--- config.mk ---
export PLATFORM = sky130hd
export DESIGN_NAME = fht_sequencer
export DESIGN_NICKNAME = d
export VERILOG_FILES = /design/src/rtl/fht_sequencer.sv
export SDC_FILE = /design/constraint.sdc
export NUM_CORES = 1
export LEC_CHECK = 0
export ABC_AREA = 1
export CAP_MARGIN = 10
export CORE_ASPECT_RATIO = 2
export CORE_UTILIZATION = 45
export CTS_BUF_LIST = sky130_fd_sc_hd__clkbuf_2
export DETAILED_ROUTE_END_ITERATION = 12
export GPL_ROUTABILITY_DRIVEN = 1
export GPL_TIMING_DRIVEN = 0
export HOLD_SLACK_MARGIN = 0.02
export PLACE_DENSITY = 0.7
export SLEW_MARGIN = 20
export SYNTH_ARGS = -nofsm -noshare
export SYNTH_HDL_FRONTEND = slang
export SYNTH_SLANG_ARGS = --single-unit
--- constraint.sdc ---
create_clock -name iCLK -period 5.55 [get_ports iCLK]
set_clock_uncertainty 0.2 [all_clocks]
set_input_delay 1.11 -clock iCLK [delete_from_list [all_inputs] [get_ports iCLK]]
set_output_delay 1.11 -clock iCLK [all_outputs]
set_load 0.05 [all_outputs]
--- src/rtl/fht_sequencer.sv ---
// Address and control sequencer for an in-place radix-2 fast Hartley transform
// over four banks of D=2^A_BIT points; one pass per stage, butterfly latency WR_LAT.
module fht_sequencer #(
  parameter int unsigned A_BIT  = 8,
  parameter int unsigned WR_LAT = 5
) (
  input  logic             iCLK,
  input  logic             iRESET,
  input  logic             iSTART,
  input  logic             iABORT,
  output logic [A_BIT-1:0] oADDR_RD_0,
  output logic [A_BIT-1:0] oADDR_RD_1,
  output logic [A_BIT-1:0] oADDR_RD_2,
  output logic [A_BIT-1:0] oADDR_RD_3,
  output logic [A_BIT-1:0] oADDR_WR_0,
  output logic [A_BIT-1:0] oADDR_WR_1,
  output logic [A_BIT-1:0] oADDR_WR_2,
  output logic [A_BIT-1:0] oADDR_WR_3,
  output logic [A_BIT-1:0] oADDR_COEF,
  output logic [A_BIT-1:0] oSTAGE,
  output logic [A_BIT-1:0] oSECTOR,
  output logic             oST_ZERO,
  output logic             oST_LAST,
  output logic             o2ND_PART_SUBSEC,
  output logic             oWE_A,
  output logic             oWE_B,
  output logic             oSOURCE_DATA,
  output logic             oRDY,
  output logic             oDONE
);

  localparam int unsigned D      = 2 ** A_BIT;
  localparam int unsigned STAGES = A_BIT + 2;
  localparam int unsigned L      = D + WR_LAT + 1;
  localparam int unsigned T_W    = A_BIT + 1;
  localparam int unsigned S_W    = $clog2(STAGES);
  localparam int unsigned DW     = A_BIT + 1;

  typedef enum logic [1:0] {IDLE, RUN, DONE} state_t;

  state_t         state, state_nxt;
  logic [S_W-1:0] s, s_nxt;
  logic [T_W-1:0] t, t_nxt;

  // State register
  always_ff @(posedge iCLK or negedge iRESET) begin
    if (!iRESET) begin
      state <= IDLE;
      s     <= '0;
      t     <= '0;
    end else begin
      state <= state_nxt;
      s     <= s_nxt;
      t     <= t_nxt;
    end
  end

  // Next-state: stage/time counters, abort wins in RUN
  always_comb begin
    state_nxt = state;
    s_nxt     = s;
    t_nxt     = t;
    case (state)
      IDLE: begin
        if (iSTART) begin
          state_nxt = RUN;
          s_nxt     = '0;
          t_nxt     = '0;
        end
      end
      RUN: begin
        if (iABORT) begin
          state_nxt = IDLE;
          s_nxt     = '0;
          t_nxt     = '0;
        end else if (t == T_W'(L - 1)) begin
          t_nxt = '0;
          if (s == S_W'(STAGES - 1)) begin
            state_nxt = DONE;
            s_nxt     = '0;
          end else begin
            s_nxt = s + 1'b1;
          end
        end else begin
          t_nxt = t + 1'b1;
        end
      end
      DONE: begin
        state_nxt = IDLE;
        s_nxt     = '0;
        t_nxt     = '0;
      end
      default: begin
        state_nxt = IDLE;
        s_nxt     = '0;
        t_nxt     = '0;
      end
    endcase
  end

  logic             run_n, zero_n, last_n, rd_ph, wr_ph, sec_hi;
  logic [S_W-1:0]   shr;
  logic [DW-1:0]    div;
  logic [A_BIT-1:0] mask, half, t_lo, off, base, rd_b, coef_n, sector_n;
  logic [A_BIT-1:0] w, offw, sw0, sw1;

  // Decode of the upcoming state; div is a power of two so mod/div become mask/shift
  always_comb begin
    run_n    = (state_nxt == RUN);
    zero_n   = (s_nxt == '0);
    last_n   = (s_nxt == S_W'(STAGES - 1));
    shr      = zero_n ? '0 : s_nxt - 1'b1;
    div      = DW'(D) >> shr;
    mask     = A_BIT'(div - 1'b1);
    half     = A_BIT'(div >> 1);
    t_lo     = A_BIT'(t_nxt);
    rd_ph    = run_n && (t_nxt < T_W'(D));
    off      = t_lo & mask;
    base     = t_lo - off;
    sector_n = A_BIT'(t_nxt >> (S_W'(A_BIT) - shr));
    rd_b     = zero_n ? t_lo : base + ((A_BIT'(0) - off) & mask);
    coef_n   = A_BIT'(off << shr);
    wr_ph    = run_n && (t_nxt >= T_W'(WR_LAT)) && (t_nxt < T_W'(WR_LAT + D));
    w        = A_BIT'(t_nxt - T_W'(WR_LAT));
    offw     = w & mask;
    sec_hi   = (offw >= half);
    sw0      = w;
    sw1      = w;
    if (!zero_n && !last_n) begin
      if (sec_hi) sw0 = w - half;
      else        sw1 = w + half;
    end
  end

  logic [A_BIT-1:0] rd_a_q, rd_b_q, wr_a_q, wr_b_q, coef_q, stage_q, sector_q;
  logic             st_zero_q, st_last_q, sec_q, we_a_q, we_b_q, src_q, rdy_q, done_q;

  // Output registers, loaded with the decode of the state being entered
  always_ff @(posedge iCLK or negedge iRESET) begin
    if (!iRESET) begin
      rd_a_q    <= '0;
      rd_b_q    <= '0;
      wr_a_q    <= '0;
      wr_b_q    <= '0;
      coef_q    <= '0;
      stage_q   <= '0;
      sector_q  <= '0;
      st_zero_q <= 1'b0;
      st_last_q <= 1'b0;
      sec_q     <= 1'b0;
      we_a_q    <= 1'b0;
      we_b_q    <= 1'b0;
      src_q     <= 1'b0;
      rdy_q     <= 1'b1;
      done_q    <= 1'b0;
    end else begin
      rd_a_q    <= rd_ph ? t_lo : '0;
      rd_b_q    <= rd_ph ? rd_b : '0;
      coef_q    <= (rd_ph && !zero_n) ? coef_n : '0;
      sector_q  <= rd_ph ? sector_n : '0;
      wr_a_q    <= wr_ph ? sw0 : '0;
      wr_b_q    <= wr_ph ? sw1 : '0;
      stage_q   <= run_n ? A_BIT'(s_nxt) : '0;
      st_zero_q <= run_n && zero_n;
      st_last_q <= run_n && last_n;
      sec_q     <= wr_ph && sec_hi;
      we_a_q    <= wr_ph && s_nxt[0];
      we_b_q    <= wr_ph && !s_nxt[0];
      src_q     <= run_n && s_nxt[0];
      rdy_q     <= (state_nxt == IDLE);
      done_q    <= (state_nxt == DONE);
    end
  end

  assign oADDR_RD_0       = rd_a_q;
  assign oADDR_RD_2       = rd_a_q;
  assign oADDR_RD_1       = rd_b_q;
  assign oADDR_RD_3       = rd_b_q;
  assign oADDR_WR_0       = wr_a_q;
  assign oADDR_WR_1       = wr_a_q;
  assign oADDR_WR_2       = wr_b_q;
  assign oADDR_WR_3       = wr_b_q;
  assign oADDR_COEF       = coef_q;
  assign oSTAGE           = stage_q;
  assign oSECTOR          = sector_q;
  assign oST_ZERO         = st_zero_q;
  assign oST_LAST         = st_last_q;
  assign o2ND_PART_SUBSEC = sec_q;
  assign oWE_A            = we_a_q;
  assign oWE_B            = we_b_q;
  assign oSOURCE_DATA     = src_q;
  assign oRDY             = rdy_q;
  assign oDONE            = done_q;

endmodule

== Word level (Yosys, flattened, before mapping) ==
Cells that the tools add are included.
Widths: inputs -> output; s select.

* RAM bits: 0
* Bits in latches: 0
* Bits in registers: 75
* Output and inout bits: 96
* Bits of input ports: 4
* Memory bits (read-only): 0
* Word-level logic and storage cells: 89
* Memories: 0

* Reductions and logical operators: 17
* Divide/modulo/power cells: 0
* Add/sub/neg operators: 11
* Bitwise operators: 3
* Equality and inequality tests: 6
* Magnitude comparators: 4
* Multiplexer cells: 27
* Multiply operators: 0
* Shift-type cells: 3

{| class="wikitable"
|+ Operators by type and width
! operator !! number
|-
| $mux 8 || 11
|-
| $mux 9 || 3
|-
| $and 8x8->8 || 3
|-
| $mux 4 || 6
|-
| $lt 9x9->1 const B || 2
|-
| $pmux 9 s2 || 1
|-
| $add 8x8->8 || 2
|-
| $sub 8x8->8 || 2
|-
| $logic_and 1x1->1 || 11
|-
| $add 9x1->9 const B || 1
|-
| $eq 9x9->1 const B || 1
|-
| $ge 9x3->1 const B || 1
|-
| $shr 9x4->8 || 1
|-
| $shr 9x4->9 const A || 1
|-
| $eq 4x4->1 const B || 2
|-
| $ge 8x8->1 || 1
|-
| $mux 2 || 4
|-
| $pmux 4 s2 || 1
|-
| $shl 8x4->8 || 1
|-
| $sub 1x8->8 const A || 1
|-
| $sub 8x1->8 const B || 1
|-
| $sub 8x3->8 const B || 1
|-
| $add 4x1->4 const B || 1
|-
| $eq 2x1->1 const B || 2
|-
| 7 further kinds || 10
|}

== Longest topological paths before layout ==
* Depth in word-level cells: 15
* Depth in mapped cells: 39

== Worst setup path after synthesis ==
No wires, ideal clock.

* Path type: in2reg
* Start: input iABORT
* End: register rd_b_q[7] (netlist: oADDR_RD_1[7])
* Stages on the path: 31
* Data required time: 5237 ps
* Slack: 814 ps
* Data arrival time: 4423 ps
* Library setup time: 113 ps
* Path through: nand3b_1 > inv_2 > nand2_1 > inv_2 > nand2_4 > nand2_4 > inv_4 > ha_1 > nand3_1 > nand2_1 > nand2_2 > nand2_4 > nand3_4 > nand3_1 > ha_1 > nand2_2 > o21ai_0 > xor2_1 > ha_1 > inv_1 > o31ai_1 > nand2_1 > inv_1 > nor2_1 > inv_1 > a21oi_1 > nand3b_1 > nand3_1 > nand3_1 > nand2_1 > inv_1

* Cells in the longest elaborated chain, start to end: 12
* Elaborated cells on any way between the ends: 21
* Classes of those cells: 5 x add/sub; 1 x order compare; 1 x eq/ne; 1 x shift; 9 x mux; 2 x bitwise; 2 x reduce/logical

{| class="wikitable"
|+ RTL lines
! item !! line !! source
|-
| start, declared || 10 || <nowiki>input logic iABORT,</nowiki>
|-
| $mux 4 * || 72 || <nowiki>if (iABORT) begin</nowiki>
|-
| $pmux 4 s2 * || 63 || <nowiki>case (state)</nowiki>
|-
| via s_nxt[2] || 42 || <nowiki>logic [S_W-1:0] s, s_nxt;</nowiki>
|-
| $sub 4x1->4 / $logic_not 4->1 (equally long branches) || 112, 110 ||
|-
| $mux 4 || 112 || <nowiki>shr = zero_n ? '0 : s_nxt - 1'b1;</nowiki>
|-
| $shr 9x4->9 || 113 || <nowiki>div = DW'(D) >> shr;</nowiki>
|-
| $sub 8x1->8 || 114 || <nowiki>mask = A_BIT'(div - 1'b1);</nowiki>
|-
| $and 8x8->8 || 118 || <nowiki>off = t_lo & mask;</nowiki>
|-
| $sub 1x8->8 || 121 || <nowiki>rd_b = zero_n ? t_lo : base + ((A_BIT'(0) - off) & mask);</nowiki>
|-
| $and 8x8->8 || 121 ||
|-
| $add 8x8->8 || 121 ||
|-
| $mux 8 * || 121 ||
|-
| $mux 8 * || 158 || <nowiki>rd_b_q <= rd_ph ? rd_b : '0;</nowiki>
|-
| end signal, assigned || 158 ||
|-
| end, declared || 135 || <nowiki>logic [A_BIT-1:0] rd_a_q, rd_b_q, wr_a_q, wr_b_q, coef_q, stage_q, sector_q;</nowiki>
|}

The timed path passes the listed nets; every way through them passes the cells marked *.

== Final worst setup path ==
* Start: input iABORT
* End: register wr_a_q[7] (netlist: oADDR_WR_0[7])

* Cells in the longest elaborated chain, start to end: 11
* Elaborated cells on any way between the ends: 27
* Classes of those cells: 4 x add/sub; 3 x order compare; 2 x eq/ne; 1 x shift; 10 x mux; 1 x bitwise; 6 x reduce/logical

{| class="wikitable"
|+ RTL lines
! item !! line !! source
|-
| $mux 4 || 72 ||
|-
| $pmux 4 s2 || 63 ||
|-
| $sub 4x1->4 / $logic_not 4->1 (equally long branches) || 112, 110 ||
|-
| $mux 4 || 112 ||
|-
| $shr 9x4->9 || 113 ||
|-
| $sub 8x1->8 || 114 ||
|-
| $and 8x8->8 || 125 || <nowiki>offw = w & mask;</nowiki>
|-
| $ge 8x8->1 || 126 || <nowiki>sec_hi = (offw >= half);</nowiki>
|-
| $mux 8 || 130 || <nowiki>if (sec_hi) sw0 = w - half;</nowiki>
|-
| $mux 8 || 129 || <nowiki>if (!zero_n && !last_n) begin</nowiki>
|-
| $mux 8 * || 161 || <nowiki>wr_a_q <= wr_ph ? sw0 : '0;</nowiki>
|-
| end signal, assigned || 161 ||
|-
| end, declared || 135 ||
|}

Every way passes the cells marked *; elsewhere a longest branch is shown, timed or not.

==> metrics.csv <==
stage,metric,value,unit
run_status,status,completed,
timing,layout_worst_path_cycle_share,93.8,%
pwr,p_leak,3.53,nW
run,cap_viol_max_count,0,
drt,vias_per_cell,5.15,
clocking,cts_tree,built,
clocking,cts.sinks,74,
global_routing,grt_max_degree,51,
synth,ys.flop_type,dfrtp_1,
worst_setup_path,critPathMaxFanout,8,
synth,netlist_area,0.00565,mm2
drt,wl_per_cell,16.1,um
worst_setup_path,cp-end-kind,flip-flop,
timing,layout_setup_ws,0.343,ns
synth,yosysWarnings,0,
final_layout,post-route-util,57.3,%
floorplan,rows,57,
global_routing,grt_pass1_vias,5353,
pwr,power.density,176,mW/mm2
global_routing,track_usage,26.4,%
global_routing,grt_pass1_wl,25800,um
clocking,root_buffer,clkbuf_2,
final_layout,final_nets,881,
worst_setup_path,worstPathRequired,5.77,ns
synth,synth_edf_count,0,
placement,gp_congestion,0.919,
timing,period_minus_slack,5.21,ns
synth,synth_area_per_cell,7.78,um2
final_layout,stdcell_count,992,
final_layout,final_cell_mix,"nand2_1 (113), clkdlybuf4s50_1 (94), inv_1 (93)",
pwr,vdd_drop_max,0.161,mV
global_routing,antenna_found_initial,1,
timing,finalHoldViolations,0,
clocking,h-tree-depth,3,
final_layout,fin_area,0.00699,mm2
final_layout,syn2layout_area_growth,23.7,%
drt,drt_wl_total,16000,um
placement,dpl-instance-area,0.00683,mm2
placement,placed_cells,974,
hold_path,hold_class,in2async,
clocking,clkTransAtPathRegs,0.22,ns
floorplan,die_width,81.2,um
floorplan,io_pins,100,
timing,setup_violations,0,
floorplan,dieArea,0.0130,mm2
floorplan,die_height,160,um
worst_setup_path,worstPathArrival,5.43,ns
synth,synthArstFlopShare,100,%
synth,synthCells,726,
placement,dpl_worst_slack,-0.667,ns
timing,drv_slew,0,
worst_setup_path,path_class,in2reg,
global_routing,grt.overflow.total,0,
floorplan,initial_core_util,46.3,%
drt,drc,0,
placement,port_buffers,95,
timing,tightest_slew,0.609,ns
synth,ys_seq_area_share,32.8,%
placement,dpl.hpwl,13400,um
clocking,clock_path_buffers,2,
clocking,cts_buffers,9,
final_layout,final_common_cell,nand2_1,
final_layout,drive_gt1_share,18.8,%
synth,synth_seq_cells,74,
pwr,power,1.23,mW
synth,ys_types,55,
clocking,clk-insertion-delay-late,0.53,ns
timing,maxSlewHeadroom,59.1,%
drt,first_pass_iters,4,
drt,initialDrtViolationCount,198,
clocking,cts_hold_buf,0,
drt,num_vias,5109,
drt,drtAntennaViolNets,0,
worst_setup_path,start_kind,input pin,
timing,rsz0062_at_grt,no,
timing,clock.fmax,192,MHz
floorplan,core_area,0.0122,mm2
## critical path, stage by stage
cell and delay, ns:
clkdlybuf4s50_1 0.39, nand3b_1 0.24, inv_2 0.19, nand2_1 0.09, nor2_1 0.18, nor2_4 0.10, ha_1 0.20, nand3_1 0.10
nand2_1 0.11, nand2_2 0.10, nand2_4 0.08, nand2_4 0.09, inv_2 0.06, nor2_2 0.30, inv_1 0.18, ha_1 0.33
nand2_1 0.06, o21ai_0 0.27, a21oi_1 0.16, o21ai_0 0.32, a21o_1 0.17, a21oi_1 0.07, xor2_1 0.18, o21ai_0 0.27
inv_1 0.07
## flip-flops by register name, indices dropped and copies added, names as in the netlist, 4 cells and up
register / flops
t: 9
oADDR_RD_0: 8
oADDR_WR_2: 8
oADDR_COEF: 8
oADDR_RD_1: 8
oADDR_WR_0: 8
s: 4
oSECTOR: 8
## cell type report
class	instances	area, um2
Multi-Input combinational cell	494	3060
Clock inverter	6	67.6
Timing Repair Buffer	98	991
Inverter	117	448
Antenna cell	1	2.50
Tap cell	147	184
Buffer	45	335
Clock buffer	10	50.0
Fill cell	1160	5210
Sequential cell	74	1850
## cell usage after synthesis, types with 4 or more instances
master    count  area (um2)
clkinv_1      4        15.0
a211oi_1      8        60.1
nor2_2       10        62.6
o22ai_1       6        37.5
nand2_2      14        87.6
o21ai_2       6        52.6
a21oi_1      46         230
nand2_1     114         428
o21ai_0      39         195
nand3_2       7        70.1
buf_4        37         278
clkbuf_1      4        15.0
inv_1        93         349
or2_2         5        31.3
nor3_1        7        35.0
nand2_4       8        90.1
nand3_1      28         140
ha_1         35         438
inv_2        18        67.6
xor2_1       19         166
dfrtp_1      73        1830
nor2_1       83         312
nor2_4        6        67.6
## path summary, 6_finish.rpt
| check | cells after the start | startpoint | end | slack, ns |
|---|---|---|---|---|
| min in group iCLK | 2 | s[3]$_DFF_PN0_ | s[3]$_DFF_PN0_ | 0.47 |
| setup reg to reg | 29 | t[0]$_DFF_PN0_ | oADDR_WR_0[7]$_DFF_PN0_ | 0.61 |
| hold reg to reg | 2 | s[3]$_DFF_PN0_ | s[3]$_DFF_PN0_ | 0.47 |
| hold / removal | 1 | iRESET | oADDR_COEF[4]$_DFF_PN0_ | 0.26 |
| max in group asynchronous | 2 | iRESET | oRDY$_DFF_PN1_ | 4.32 |
| setup / recovery | 25 | iABORT | oADDR_WR_0[7]$_DFF_PN0_ | 0.34 |
## kinds of logic (layout without fill, tap and decap cells)
logic type / after synthesis / in the layout / share of synthesized area, %
and+or+nand+nor: 295 / 295 / 25.9
buffers and inverters: 163 / 276 / 13.9
AOI/OAI and AO/OA: 131 / 131 / 14.6
DFF: 74 / 74 / 32.8
adders and majority gates: 38 / 38 / 8.82
xor gates and xnor gates: 22 / 22 / 3.68
other: 2 / 8 / 0.133
muxes: 1 / 1 / 0.177
## per-layer routing
metal | vias to the layer above | part of all wire (%) | GRT usage, %
met2 | 101 | 59 | 52.3
li1 | 2508 | - | -
met1 | 2458 | 34 | 24.4
met4 | 0 | 5.4 | 15.1
met3 | 42 | 2.0 | 2.33
met5 | - | 0 | 0
## repair_timing
action                                  in CTS  in global routing
endpoints found under the setup margin       2                  9
gates resized for setup                      1                  4
buffers inserted                             0                  2
## per-stage QoR
step | TNS, ns | hold WS, ns
after floorplan | 0 | 0.346
after global placement | -5.82 | 0.383
after detailed placement | -6.15 | 0.416
after CTS | 0 | 0.212
after global routing | 0 | 0.212
final | 0 | 0.259
## power breakdown
part	switching, mW	internal [mW]	total (mW)	leakage [nW]
Sequential	0.00633	0.550	0.556	1.02
Combinational	0.234	0.130	0.364	2.44
Clock	0.202	0.107	0.309	0.0685
Total	0.442	0.787	1.23	3.53
(Power assumes the default switching activity.)
